--- src/rtl/mips32_ctl_pkg.sv ---
// Shared types for the mips32 run controller: host opcodes, response codes
// and controller FSM states.
package mips32_ctl_pkg;

  typedef enum logic [1:0] {
    OP_WR_IMEM = 2'd0,
    OP_WR_DMEM = 2'd1,
    OP_RUN     = 2'd2,
    OP_RD_DMEM = 2'd3
  } cmd_op_e;

  typedef enum logic [1:0] {
    RSP_OK      = 2'd0,
    RSP_HALTED  = 2'd1,
    RSP_TIMEOUT = 2'd2
  } rsp_status_e;

  typedef enum logic [2:0] {
    ST_IDLE    = 3'd0,
    ST_WRITE   = 3'd1,
    ST_RUN     = 3'd2,
    ST_RD_REQ  = 3'd3,
    ST_RD_WAIT = 3'd4,
    ST_RESP    = 3'd5
  } ctl_state_e;

endpackage

--- src/rtl/run_timer.sv ---
// Clear/enable cycle counter with a budget compare; expire flags the last
// enabled cycle of a budget so the owner can act on the same edge.
module run_timer #(
  parameter int CNT_W = 32
) (
  input  logic             clk_i,
  input  logic             rst_ni,
  input  logic             clr_i,
  input  logic             en_i,
  input  logic [CNT_W-1:0] budget_i,
  output logic [CNT_W-1:0] cnt_o,
  output logic             expire_o
);

  logic [CNT_W-1:0] cnt_q, cnt_d;

  always_comb begin
    cnt_d = cnt_q;
    if (clr_i) begin
      cnt_d = '0;
    end else if (en_i) begin
      cnt_d = cnt_q + CNT_W'(1);
    end
  end

  always_ff @(posedge clk_i) begin
    if (!rst_ni) begin
      cnt_q <= '0;
    end else begin
      cnt_q <= cnt_d;
    end
  end

  assign cnt_o    = cnt_q;
  // Budget bounds the count, so cnt+1 never wraps for a nonzero budget.
  assign expire_o = en_i && ((cnt_q + CNT_W'(1)) == budget_i);

endmodule

--- src/rtl/mips32_run_ctl.sv ---
// Host command controller for the mips32 core: preload imem/dmem, run the
// core until halt or budget expiry, and read data memory back.
//
// state      | meaning
// IDLE       | cmd_ready high, waiting for a host command
// WRITE      | one-cycle imem/dmem write strobe
// RUN        | core released, cycle counter running
// RD_REQ     | dmem address presented
// RD_WAIT    | registered dmem read data captured
// RESP       | response held until rsp_ready
module mips32_run_ctl
  import mips32_ctl_pkg::*;
#(
  parameter int DATA_W = 32,
  parameter int ADDR_W = 10,
  parameter int CNT_W  = 32
) (
  input  logic              clk_x,
  input  logic              rst,
  input  logic              cmd_valid,
  output logic              cmd_ready,
  input  logic [1:0]        cmd_op,
  input  logic [ADDR_W-1:0] cmd_addr,
  input  logic [DATA_W-1:0] cmd_data,
  output logic              rsp_valid,
  input  logic              rsp_ready,
  output logic [1:0]        rsp_status,
  output logic [DATA_W-1:0] rsp_data,
  output logic              imem_we,
  output logic              dmem_we,
  output logic [ADDR_W-1:0] mem_addr,
  output logic [DATA_W-1:0] mem_wdata,
  input  logic [DATA_W-1:0] dmem_rdata,
  output logic              core_rst,
  input  logic              core_halt,
  output logic [CNT_W-1:0]  cycle_cnt
);

  ctl_state_e        state_q, state_d;
  rsp_status_e       rsp_status_q, rsp_status_d;
  logic [DATA_W-1:0] rsp_data_q, rsp_data_d;
  logic              rsp_valid_q, rsp_valid_d;
  logic              imem_we_q, imem_we_d;
  logic              dmem_we_q, dmem_we_d;
  logic [ADDR_W-1:0] mem_addr_q, mem_addr_d;
  logic [DATA_W-1:0] mem_wdata_q, mem_wdata_d;
  logic [CNT_W-1:0]  budget_q, budget_d;
  logic              core_rst_q, core_rst_d;

  logic              tmr_clr, tmr_en, tmr_expire;
  logic [CNT_W-1:0]  tmr_cnt;

  run_timer #(.CNT_W(CNT_W)) u_run_timer (
    .clk_i    (clk_x),
    .rst_ni   (rst),
    .clr_i    (tmr_clr),
    .en_i     (tmr_en),
    .budget_i (budget_q),
    .cnt_o    (tmr_cnt),
    .expire_o (tmr_expire)
  );

  always_comb begin
    state_d      = state_q;
    rsp_status_d = rsp_status_q;
    rsp_data_d   = rsp_data_q;
    mem_addr_d   = mem_addr_q;
    mem_wdata_d  = mem_wdata_q;
    budget_d     = budget_q;
    imem_we_d    = 1'b0;
    dmem_we_d    = 1'b0;
    tmr_clr      = 1'b0;
    tmr_en       = 1'b0;

    unique case (state_q)
      ST_IDLE: begin
        if (cmd_valid) begin
          mem_addr_d   = cmd_addr;
          mem_wdata_d  = cmd_data;
          budget_d     = cmd_data[CNT_W-1:0];
          rsp_status_d = RSP_OK;
          rsp_data_d   = '0;
          unique case (cmd_op_e'(cmd_op))
            OP_WR_IMEM: begin
              imem_we_d = 1'b1;
              state_d   = ST_WRITE;
            end
            OP_WR_DMEM: begin
              dmem_we_d = 1'b1;
              state_d   = ST_WRITE;
            end
            OP_RUN: begin
              tmr_clr = 1'b1;
              // A zero budget never releases the core.
              if (cmd_data[CNT_W-1:0] == '0) begin
                rsp_status_d = RSP_TIMEOUT;
                state_d      = ST_RESP;
              end else begin
                state_d = ST_RUN;
              end
            end
            OP_RD_DMEM: state_d = ST_RD_REQ;
            default:    state_d = ST_IDLE;
          endcase
        end
      end
      ST_WRITE: state_d = ST_RESP;
      ST_RUN: begin
        tmr_en = 1'b1;
        if (core_halt) begin
          rsp_status_d = RSP_HALTED;
          rsp_data_d   = DATA_W'(tmr_cnt);
          state_d      = ST_RESP;
        end else if (tmr_expire) begin
          rsp_status_d = RSP_TIMEOUT;
          rsp_data_d   = DATA_W'(budget_q);
          state_d      = ST_RESP;
        end
      end
      ST_RD_REQ: state_d = ST_RD_WAIT;
      ST_RD_WAIT: begin
        rsp_data_d = dmem_rdata;
        state_d    = ST_RESP;
      end
      ST_RESP: begin
        if (rsp_ready) state_d = ST_IDLE;
      end
      default: state_d = ST_IDLE;
    endcase

    rsp_valid_d = (state_d == ST_RESP);
    core_rst_d  = (state_d != ST_RUN);
  end

  always_ff @(posedge clk_x) begin
    if (!rst) begin
      state_q      <= ST_IDLE;
      rsp_status_q <= RSP_OK;
      rsp_data_q   <= '0;
      rsp_valid_q  <= 1'b0;
      imem_we_q    <= 1'b0;
      dmem_we_q    <= 1'b0;
      mem_addr_q   <= '0;
      mem_wdata_q  <= '0;
      budget_q     <= '0;
      core_rst_q   <= 1'b1;
    end else begin
      state_q      <= state_d;
      rsp_status_q <= rsp_status_d;
      rsp_data_q   <= rsp_data_d;
      rsp_valid_q  <= rsp_valid_d;
      imem_we_q    <= imem_we_d;
      dmem_we_q    <= dmem_we_d;
      mem_addr_q   <= mem_addr_d;
      mem_wdata_q  <= mem_wdata_d;
      budget_q     <= budget_d;
      core_rst_q   <= core_rst_d;
    end
  end

  assign cmd_ready  = (state_q == ST_IDLE);
  assign rsp_valid  = rsp_valid_q;
  assign rsp_status = rsp_status_q;
  assign rsp_data   = rsp_data_q;
  assign imem_we    = imem_we_q;
  assign dmem_we    = dmem_we_q;
  assign mem_addr   = mem_addr_q;
  assign mem_wdata  = mem_wdata_q;
  assign core_rst   = core_rst_q;
  assign cycle_cnt  = tmr_cnt;

endmodule

--- config.mk ---
export PLATFORM = sky130hd
export DESIGN_NAME = mips32_run_ctl
export DESIGN_NICKNAME = d
export VERILOG_FILES = /design/src/rtl/mips32_ctl_pkg.sv /design/src/rtl/run_timer.sv /design/src/rtl/mips32_run_ctl.sv
export SDC_FILE = /design/constraint.sdc
export NUM_CORES = 1
export LEC_CHECK = 0
export CAP_MARGIN = 20
export CORE_AREA = 2 2 164 134
export CTS_BUF_LIST = sky130_fd_sc_hd__clkbuf_16
export CTS_CLUSTER_DIAMETER = 150
export DETAILED_ROUTE_END_ITERATION = 16
export DIE_AREA = 0 0 166 136
export PLACE_DENSITY = 0.61
export SYNTH_ARGS = -nofsm -noshare
export SYNTH_HDL_FRONTEND = slang
export SYNTH_SLANG_ARGS = --single-unit
--- constraint.sdc ---
create_clock -name clk_x -period 4.5 [get_ports clk_x]
set_clock_uncertainty 0.2 [all_clocks]
set_input_delay 1.35 -clock clk_x [delete_from_list [all_inputs] [get_ports clk_x]]
set_output_delay 1.35 -clock clk_x [all_outputs]
set_load 0.01 [all_outputs]
# Yosys cells after proc, flatten, opt, wreduce, memory -nomap -nowiden

Cells that the tools add are included.

Register bits after elaboration: 115
Logic and storage cells: 61
Input bits: 81

Muxes and demuxes: 23
Equal/unequal tests: 13
Add/subtract/negate cells: 1
Reductions and logical operators: 13
Bitwise logic cells: 1

Operators with widths:

| cell                    | number |
|---|---|
| $mux W32                | 3 |
| $pmux W32 S3            | 1 |
| $add A32 B1 Y32 const B | 1 |
| $eq A32 B32 Y1          | 1 |
| $logic_not A32 Y1       | 1 |
| $mux W3                 | 5 |
| $pmux W3 S5             | 1 |
| $mux W2                 | 5 |
| $eq A3 B3 Y1 const B    | 3 |
| $pmux W3 S3             | 1 |
| $reduce_and A3 Y1       | 3 |
| $eq A3 B2 Y1 const B    | 2 |
| $mux W1                 | 6 |
| $reduce_or A2 Y1        | 3 |
| $eq A2 B2 Y1 const B    | 2 |
| $pmux W2 S2             | 1 |
| $eq A3 B1 Y1 const B    | 1 |
| $logic_not A3 Y1        | 1 |
| $ne A3 B2 Y1 const B    | 1 |
| $ne A3 B3 Y1 const B    | 1 |
| $reduce_bool A3 Y1      | 1 |
| $eq A2 B1 Y1 const B    | 1 |
| $logic_not A2 Y1        | 1 |
| $ne A2 B2 Y1 const B    | 1 |
| 4 further kinds         | 4 |

# Depth between registers and ports, before layout

Gate-level depths: netlist of run 1.

Depth after elaboration: 7
Depth in mapped cells: 11

# Modules after synthesis

Synthesis of run 1 repeated with hierarchy kept, for this count alone.

Cell total of the unflattened synthesis: 758
Area total of the unflattened synthesis: 6208.5 um^2

By module, submodules not included:

| module         | seq. area each (um^2) | instances | area each (um^2) | cells each |
|---|---|---|---|---|
| mips32_run_ctl | 1661.6                | 1         | 3833.7           | 455 |
| run_timer      | 640.6                 | 1         | 2374.8           | 303 |

# Worst setup path after synthesis of run 1

No wires, ideal clock.

Path type: reg-to-reg
From: register u_run_timer.cnt_q[0] (netlist: u_run_timer.cnt_o[0])
To: register rsp_data_q[0] (netlist: rsp_data[0])
Arrival: 2816 ps
Required time: 4180 ps
Clock period less this slack: 3136 ps
Buffers on the path: 2
Stages on the path, launching flop included: 12
Path slack: 1364 ps
Library setup time: 120 ps
Cell sequence: dfxtp_1 > ha_1 > nand3_2 > or3_1 > clkbuf_1 > or3_1 > a22oi_2 > nand4_2 > nor4_4 > o21ai_4 > buf_6 > mux2i_1

Longest elaborated chain between the ends: 5

Ends and longest elaborated chain:

| element                            | RTL line              | text |
|---|---|---|
| from (decl)                        | run_timer.sv:15       | `logic [CNT_W-1:0] cnt_q, cnt_d;` |
| from (signal assigned)             | run_timer.sv:30       | `cnt_q <= cnt_d;` |
| $add A32 B1 Y32                    | run_timer.sv:36       | `assign expire_o = en_i && ((cnt_q + CNT_W'(1)) == budget_i);` |
| $eq A32 B32 Y1                     | run_timer.sv:36       |  |
| $logic_and A1 B1 Y1                | run_timer.sv:36       |  |
| $ne A3 B3 Y1 (no source line)      | n/a                   |  |
| $reduce_and A3 Y1 (no source line) | n/a                   |  |
| to (signal assigned)               | mips32_run_ctl.sv:150 | `rsp_data_q <= rsp_data_d;` |
| to (decl)                          | mips32_run_ctl.sv:41  | `logic [DATA_W-1:0] rsp_data_q, rsp_data_d;` |

Parallel ways exist; a longest one is shown, timed or not.
A chain may end at the register's enable or synchronous reset.

# Worst setup path after layout of run 1

From: register u_run_timer.cnt_q[0] (netlist: u_run_timer.cnt_o[0])
To: register rsp_data_q[14] (netlist: rsp_data[14])

Longest elaborated chain between the ends: 5

Ends and longest elaborated chain:

| element                            | RTL line |
|---|---|
| $add A32 B1 Y32                    | run_timer.sv:36 |
| $eq A32 B32 Y1                     | run_timer.sv:36 |
| $logic_and A1 B1 Y1                | run_timer.sv:36 |
| $ne A3 B3 Y1 (no source line)      | n/a |
| $reduce_and A3 Y1 (no source line) | n/a |

Every way passes these cells.

==> key figures, run 1 <==
Final layout
  • Fin nets: 1051
  • Area of the multi-input gates: 3800 um2
  • Register area: 2300 um2
  • Share of cells above drive strength 1: 0.0519
  • Design area: 9090 um2
  • Area delta synth->final: 42.4%
  • Antenna Cells: 0
  • Fin cells: 1257
  • Filler cell count: 2119

Placement
  • Placed Area: 8460 um2
  • Cells after DPL: 1225
  • Hpwl dp: 15600 um
  • RePlAce Congestion: 0.904
  • Port buffer count: 193

Synth
  • Post-synth EDFFs: 0
  • Cell with the most instances after synthesis: nand2_1
  • Post-synth top area share: 0.361
  • Synth area leader: dfxtp_1
  • Synth Area in Compound Gates: 0.114
  • Post-synth top cells: 222 x nand2_1, 115 x dfxtp_1, 67 x mux2i_1
  • Post-Syn Instances: 810
  • Top cells by area, synth: dfxtp_1 36%, nand2_1 13%, mux2i_1 11%
  • Asr flop ratio synth: 0
  • Syn Std Cell Area: 6380 um2
  • Synth Area in Adders: 0.00196
  • Distinct cells, synth: 53
  • Primary FF master, synth: dfxtp_1
  • Seq cells post-synth: 115
  • Simple-Gate Fraction of Synth Area: 0.269
  • Mapped Nets: 892
  • Synth Area in XOR/XNOR: 0.104
  • Mux contribution to synthesized area: 0.105
  • YS warnings: 0
  • Combinational family with the most area after synthesis: simple AND/OR/NAND/NOR gates
  • Post-synthesis sequential area ratio: 0.361
  • Synthesized area per cell: 7.87 um2

STA
  • Crit path time final: 3.77 ns
  • Max Fclk: 265 MHz
  • Max-slew violations: 0
  • Worst slew margin relative to its limit: 0.348
  • Tightest Pin Transition: 0.975 ns
  • Final setup fails: 0
  • Period utilization: 0.837
  • RSZ-0062 raised after global routing: no
  • Final hold violations: 0
  • Setup TNS: 0 ns

Route
  • Total number of vias: 6140
  • Initial DRC count: 457
  • DRC viols: 0
  • Drt pass-1 iters: 5
  • Routed WL: 21300 um
  • Vias per std cell: 4.88
  • Antenna Violating Nets Remaining: 0
  • WL/cell: 16.9 um

Clock network
  • Worst-Skew Late Latency: 0.42 ns
  • Post-CTS Hold Buffers: 0
  • Clk root buf: clkbuf_16
  • PostCTS Resize Cnt: 0
  • CTS tree: built
  • Sink Count: 115
  • Setup Fix Bufs, Post-CTS: 0
  • TritonCTS Buffers: 17
  • Clock buffer depth: 2
  • H-Tree Depth: 4
  • Reg clk slew, reported paths: 0.05 ns

Critical path
  • CP max stage cell: nor3_1
  • CP Capture Type: flop
  • Crit Path Max Fanout: 20
  • CP Data Required Time: 4.59 ns
  • Critical Path AT: 3.86 ns
  • CP Launch Type: flop
  • Most frequent cell on the critical path: nand4_1
  • Cell depth of the worst flop-to-flop path: 10
  • Crit path kind: reg2reg
  • Critical Path Max Stage Delay: 0.69 ns
  • CP cell instances: ha_1, nand3_2, nor3_1, nand4_1, a211oi_1, nand4_1, nor4_4, o21ai_4, buf_4, mux2i_1

Power and ir drop
  • Pwr dens: 379 nW/um2
  • Peak supply drop: 0.183 mV
  • Leakage power: 3.23 nW

Floorplan
  • Std-Cell Rows: 48
  • I/O Pins: 194
  • Starting density of the core: 0.303
  • Die area: 22600 um2
  • Die width: 166 um
  • Die Span Y: 136 um
  • Core ar.: 21100 um2

GRT
  • Global-route wire length before repair: 33600 um
  • Vias in the first global route: 5952
  • Largest net degree at the start of global routing: 80
  • Aggregate global routing overflow: 0
  • GRT Util Overall: 0.191
  • Initial antenna violation count: 0

Hold path
  • Hold path depth: 2
  • Worst hold path type: reg2reg

Flow run
  • Max Cap Viol: 0

Run status
  • Status: finished clean
## worst paths after layout
kind	to	from	slack, ns
hold reg to reg	rsp_data[6]$_SDFFE_PN0P_	rsp_data[6]$_SDFFE_PN0P_	0.26
setup reg to reg	rsp_data[14]$_SDFFE_PN0P_	u_run_timer.cnt_o[0]$_SDFFE_PP0P_	0.73
setup / recovery	rsp_data[14]$_SDFFE_PN0P_	u_run_timer.cnt_o[0]$_SDFFE_PP0P_	0.73
hold / removal	rsp_data[6]$_SDFFE_PN0P_	rsp_data[6]$_SDFFE_PN0P_	0.26
## through the flow
step | util | power (mW) | worst slack, ns | hold WS (ns)
floorplan | - | 1.65 | 1.36 | 0.279
detailed placement | 0.401 | 2.02 | 0.739 | 0.251
finish | 0.431 | 3.44 | 0.732 | 0.256
CTS | 0.431 | 3.48 | 0.733 | 0.260
global route | 0.431 | 3.62 | 0.408 | 0.269
global placement | 0.401 | 2.02 | 0.839 | 0.243
## registers in the layout (all words and copies together) (netlist names)
register and cells:
u_run_timer.cnt_o 32, rsp_status 2, budget_q 32, state_q 3
rsp_data 32, imem_we 1, core_rst 1, dmem_we 1
rsp_valid 1, mem_addr 10
## cell usage in the layout, fill, tap and decap left out, types with 2 or more instances in the layout
| master | instances |
|---|---|
| nand4_2 | 2 |
| or4_1 | 2 |
| clkbuf_16 | 17 |
| o31ai_1 | 2 |
| o22ai_1 | 2 |
| nor2_1 | 49 |
| a21oi_1 | 8 |
| dfxtp_1 | 115 |
| nand2b_1 | 5 |
| inv_1 | 6 |
| bufinv_16 | 5 |
| clkinv_1 | 2 |
| a21boi_0 | 43 |
| or3_1 | 8 |
| nand2_1 | 221 |
| o2111ai_1 | 2 |
| nor4_4 | 2 |
| nor4_1 | 11 |
| mux2i_1 | 67 |
| buf_4 | 10 |
| o21ai_0 | 42 |
| nor4b_1 | 2 |
| and4_1 | 2 |
| nand4_1 | 21 |
| clkdlybuf4s50_1 | 191 |
| and3_1 | 2 |
| xor2_1 | 36 |
| xnor2_1 | 40 |
| nor3_1 | 17 |
| nand3_1 | 13 |
| clkinv_2 | 2 |
| and2_1 | 3 |
| nor2b_1 | 4 |
| or2_2 | 2 |
## metal layers
metal | vias to the layer above | share of wire | wire length, um | GRT usage
li1 | 3068 | - | - | -
met1 | 2808 | 0.49 | 10300 | 0.270
met2 | 238 | 0.42 | 8830 | 0.276
met3 | 26 | 0.085 | 1800 | 0.0649
met4 | 0 | 0.014 | 299 | 0.0507
met5 | - | 0 | 0 | 0
## worst max-delay path: cells and delay by family (launching register included)
kind | cells | cell delay [ns]
and+or+nand+nor | 5 | 1.58
AOI/OAI and AO/OA | 2 | 0.56
DFF | 1 | 0.47
buffers and inverters | 1 | 0.31
adders and majority gates | 1 | 0.30
muxes | 1 | 0.16
## cell families (layout without fill, tap and decap cells)
kind of cell,count (synthesis),count (layout)
muxes,67,67
buffers and inverters,65,237
adders and majority gates,1,1
and+or+nand+nor,376,376
xor gates and xnor gates,76,76
DFF,115,115
AOI/OAI and AO/OA,110,110
## cell type report
type                            count  share of cell area
Inverter                            2            0.000826
Timing Repair Buffer              203               0.221
Clock buffer                       17              0.0468
Clock inverter                     15              0.0219
Tap cell                          275              0.0379
Multi-Input combinational cell    630               0.418
Sequential cell                   115               0.253
## power breakdown
group | switching, mW | internal, mW
Clock | 0.487 | 0.967
Combinational | 0.422 | 0.384
Sequential | 0.0855 | 1.10
Total | 0.994 | 2.45
No activity file was read; power rests on OpenSTA's default activity.
==> run 2, diff against run 1 <==
PLACE_DENSITY = 0.63   (was 0.61)
clock period = 3.1 ns   (was 4.5 ns; I/O delays follow)
==> run 2 against run 1 <==
Compared with the run above: die area unchanged; sequential share of layout area down 1.3 points; critical path type unchanged; maximum frequency increased by 27%; final area increased by 5.5%; via count up 4.4%.
==> key figures, run 2 (synthesized netlist as in run 1, its figures left out) <==
Run status
  • Status: finished clean

Critical path
  • Crit Path Max Fanout: 5
  • Crit path kind: reg2reg
  • CP Launch Type: flop
  • Critical Path AT: 3.06 ns
  • CP top delay family: simple AND/OR/NAND/NOR gates
  • Critical Path Max Stage Delay: 0.43 ns
  • WP buf/inv: 2
  • CP max stage cell: dfxtp_1
  • CP Data Required Time: 3.20 ns
  • CP cell instances: nand4_1, or3_1, buf_4, nor4_4, nor4_1, o211ai_1, nor4_4, buf_4, or3_1, nand2b_1
  • CP Capture Type: flop

GRT
  • Largest net degree at the start of global routing: 60
  • GRT Util Overall: 0.193
  • Busiest layer in global routing: met2
  • Met1 Resource Use GR: 0.261
  • M2 GR Usage: 0.296
  • Initial antenna violation count: 0
  • Aggregate global routing overflow: 0
  • Met3 Use GR: 0.0664
  • Vias in the first global route: 6059
  • Global-route wire length before repair: 33700 um

STA
  • Crit path time final: 2.96 ns
  • Max-slew violations: 0
  • Period utilization: 0.955
  • Worst slew margin relative to its limit: 0.603
  • Final hold violations: 0
  • Crit path setup slack, layout: 0.140 ns
  • Tightest Pin Transition: 0.590 ns
  • Max Fclk: 338 MHz
  • Setup TNS: 0 ns
  • Final setup fails: 0
  • Hold WS: 0.256 ns

Floorplan
  • Die width: 166 um
  • Starting density of the core: 0.303
  • Core ar.: 21100 um2
  • I/O Pins: 194
  • Die Span Y: 136 um
  • Std-Cell Rows: 48
  • Die area: 22600 um2

Final layout
  • Most common cell after layout, fill and taps aside: nand2_1
  • Area of the multi-input gates: 3820 um2
  • Filler cell count: 2090
  • Final Util: 0.455
  • Register area: 2310 um2
  • Fin nets: 1121
  • Commonest cells after routing, fill and taps aside: 221 x nand2_1, 191 x clkdlybuf4s50_1, 111 x dfxtp_1, 78 x buf_4, 67 x mux2i_1
  • Antenna Cells: 0
  • Area delta synth->final: 50.3%
  • Share of cells above drive strength 1: 0.124

Route
  • Drt pass-1 iters: 5
  • Vias per std cell: 4.84
  • WL/cell: 16.7 um
  • Total number of vias: 6409
  • Antenna Violating Nets Remaining: 0
  • DRC viols: 0
  • Initial DRC count: 460
  • Routed WL: 22200 um

Clock network
  • TritonCTS Buffers: 17
  • Reg clk slew, reported paths: 0.05 ns
  • H-Tree Depth: 4
  • Clk root buf: clkbuf_16
  • Clock buffer depth: 2
  • CTS tree: built
  • Worst-Skew Late Latency: 0.42 ns
  • Sink Count: 115

Placement
  • RePlAce Congestion: 0.892
  • Port buffer count: 193
  • Hpwl dp: 16700 um
  • Place WS: -0.0373 ns

Flow run
  • Max Cap Viol: 0

Power and ir drop
  • Total power: 4.83 mW
  • Leakage power: 3.54 nW
  • Pwr dens: 504 nW/um2
  • Peak supply drop: 0.367 mV

Hold path
  • Worst hold path type: reg2reg
run 2: cell types whose count changed in the layout (fill, tap and decap cells not counted), moves of 2 or more:
cell / before / now
buf_12: 1 / 3
buf_4: 10 / 78
bufinv_16: 5 / 2
clkinv_2: 2 / 4
clkinvlp_4: 1 / 4
dfxtp_1: 115 / 111
dfxtp_2: 0 / 4
inv_1: 6 / 3
run 2: repair_timing:
action                                  in CTS  in global routing
gates resized for setup                      0                  8
hold buffers                                 0                  0
endpoints found under the setup margin       0                 34
setup buffers                                0                  4
run 2: path summary, 6_finish.rpt:
path | startpoint | end | slack, ns | depth (start not counted)
hold / removal | rsp_data[5]$_SDFFE_PN0P_ | rsp_data[5]$_SDFFE_PN0P_ | 0.26 | 2
setup / recovery | u_run_timer.cnt_o[2]$_SDFFE_PP0P_ | core_rst$_SDFF_PN1_ | 0.14 | 10
setup reg to reg | u_run_timer.cnt_o[2]$_SDFFE_PP0P_ | core_rst$_SDFF_PN1_ | 0.14 | 10
hold reg to reg | rsp_data[5]$_SDFFE_PN0P_ | rsp_data[5]$_SDFFE_PN0P_ | 0.26 | 2
run 2: cell type report:
| cell class | count | area share |
|---|---|---|
| multi-input combinational | 630 | 0.398 |
| clock inverter | 13 | 0.0127 |
| inverter | 2 | 0.000783 |
| tap | 275 | 0.0359 |
| sequential | 115 | 0.241 |
| clock buffer | 17 | 0.0444 |
| timing repair buffer | 273 | 0.267 |
run 2: power breakdown:
part / internal (mW) / total, mW / switching, mW
Clock: 1.15 / 1.86 / 0.709
Combinational: 0.619 / 1.27 / 0.647
Sequential: 1.59 / 1.70 / 0.113
Total: 3.37 / 4.83 / 1.47
run 2: through the flow:
stage / instances / instance area, um2
finish: 1325 / 9590
global route: 1325 / 9590
CTS: 1321 / 9530
detailed placement: 1291 / 8980
global placement: 1291 / 8980
floorplan: 810 / 6380
run 2: layer usage:
metal / vias up / part of all wire
li1: 3196 / -
met4: 0 / 0.0088
met1: 2996 / 0.48
met3: 17 / 0.070
met2: 200 / 0.44
met5: - / 0
run 2: worst min-delay path, cell delays in order (launching register included):
cell     delay (ns)
dfxtp_1        0.31
nand2_1        0.05
mux2i_1        0.05
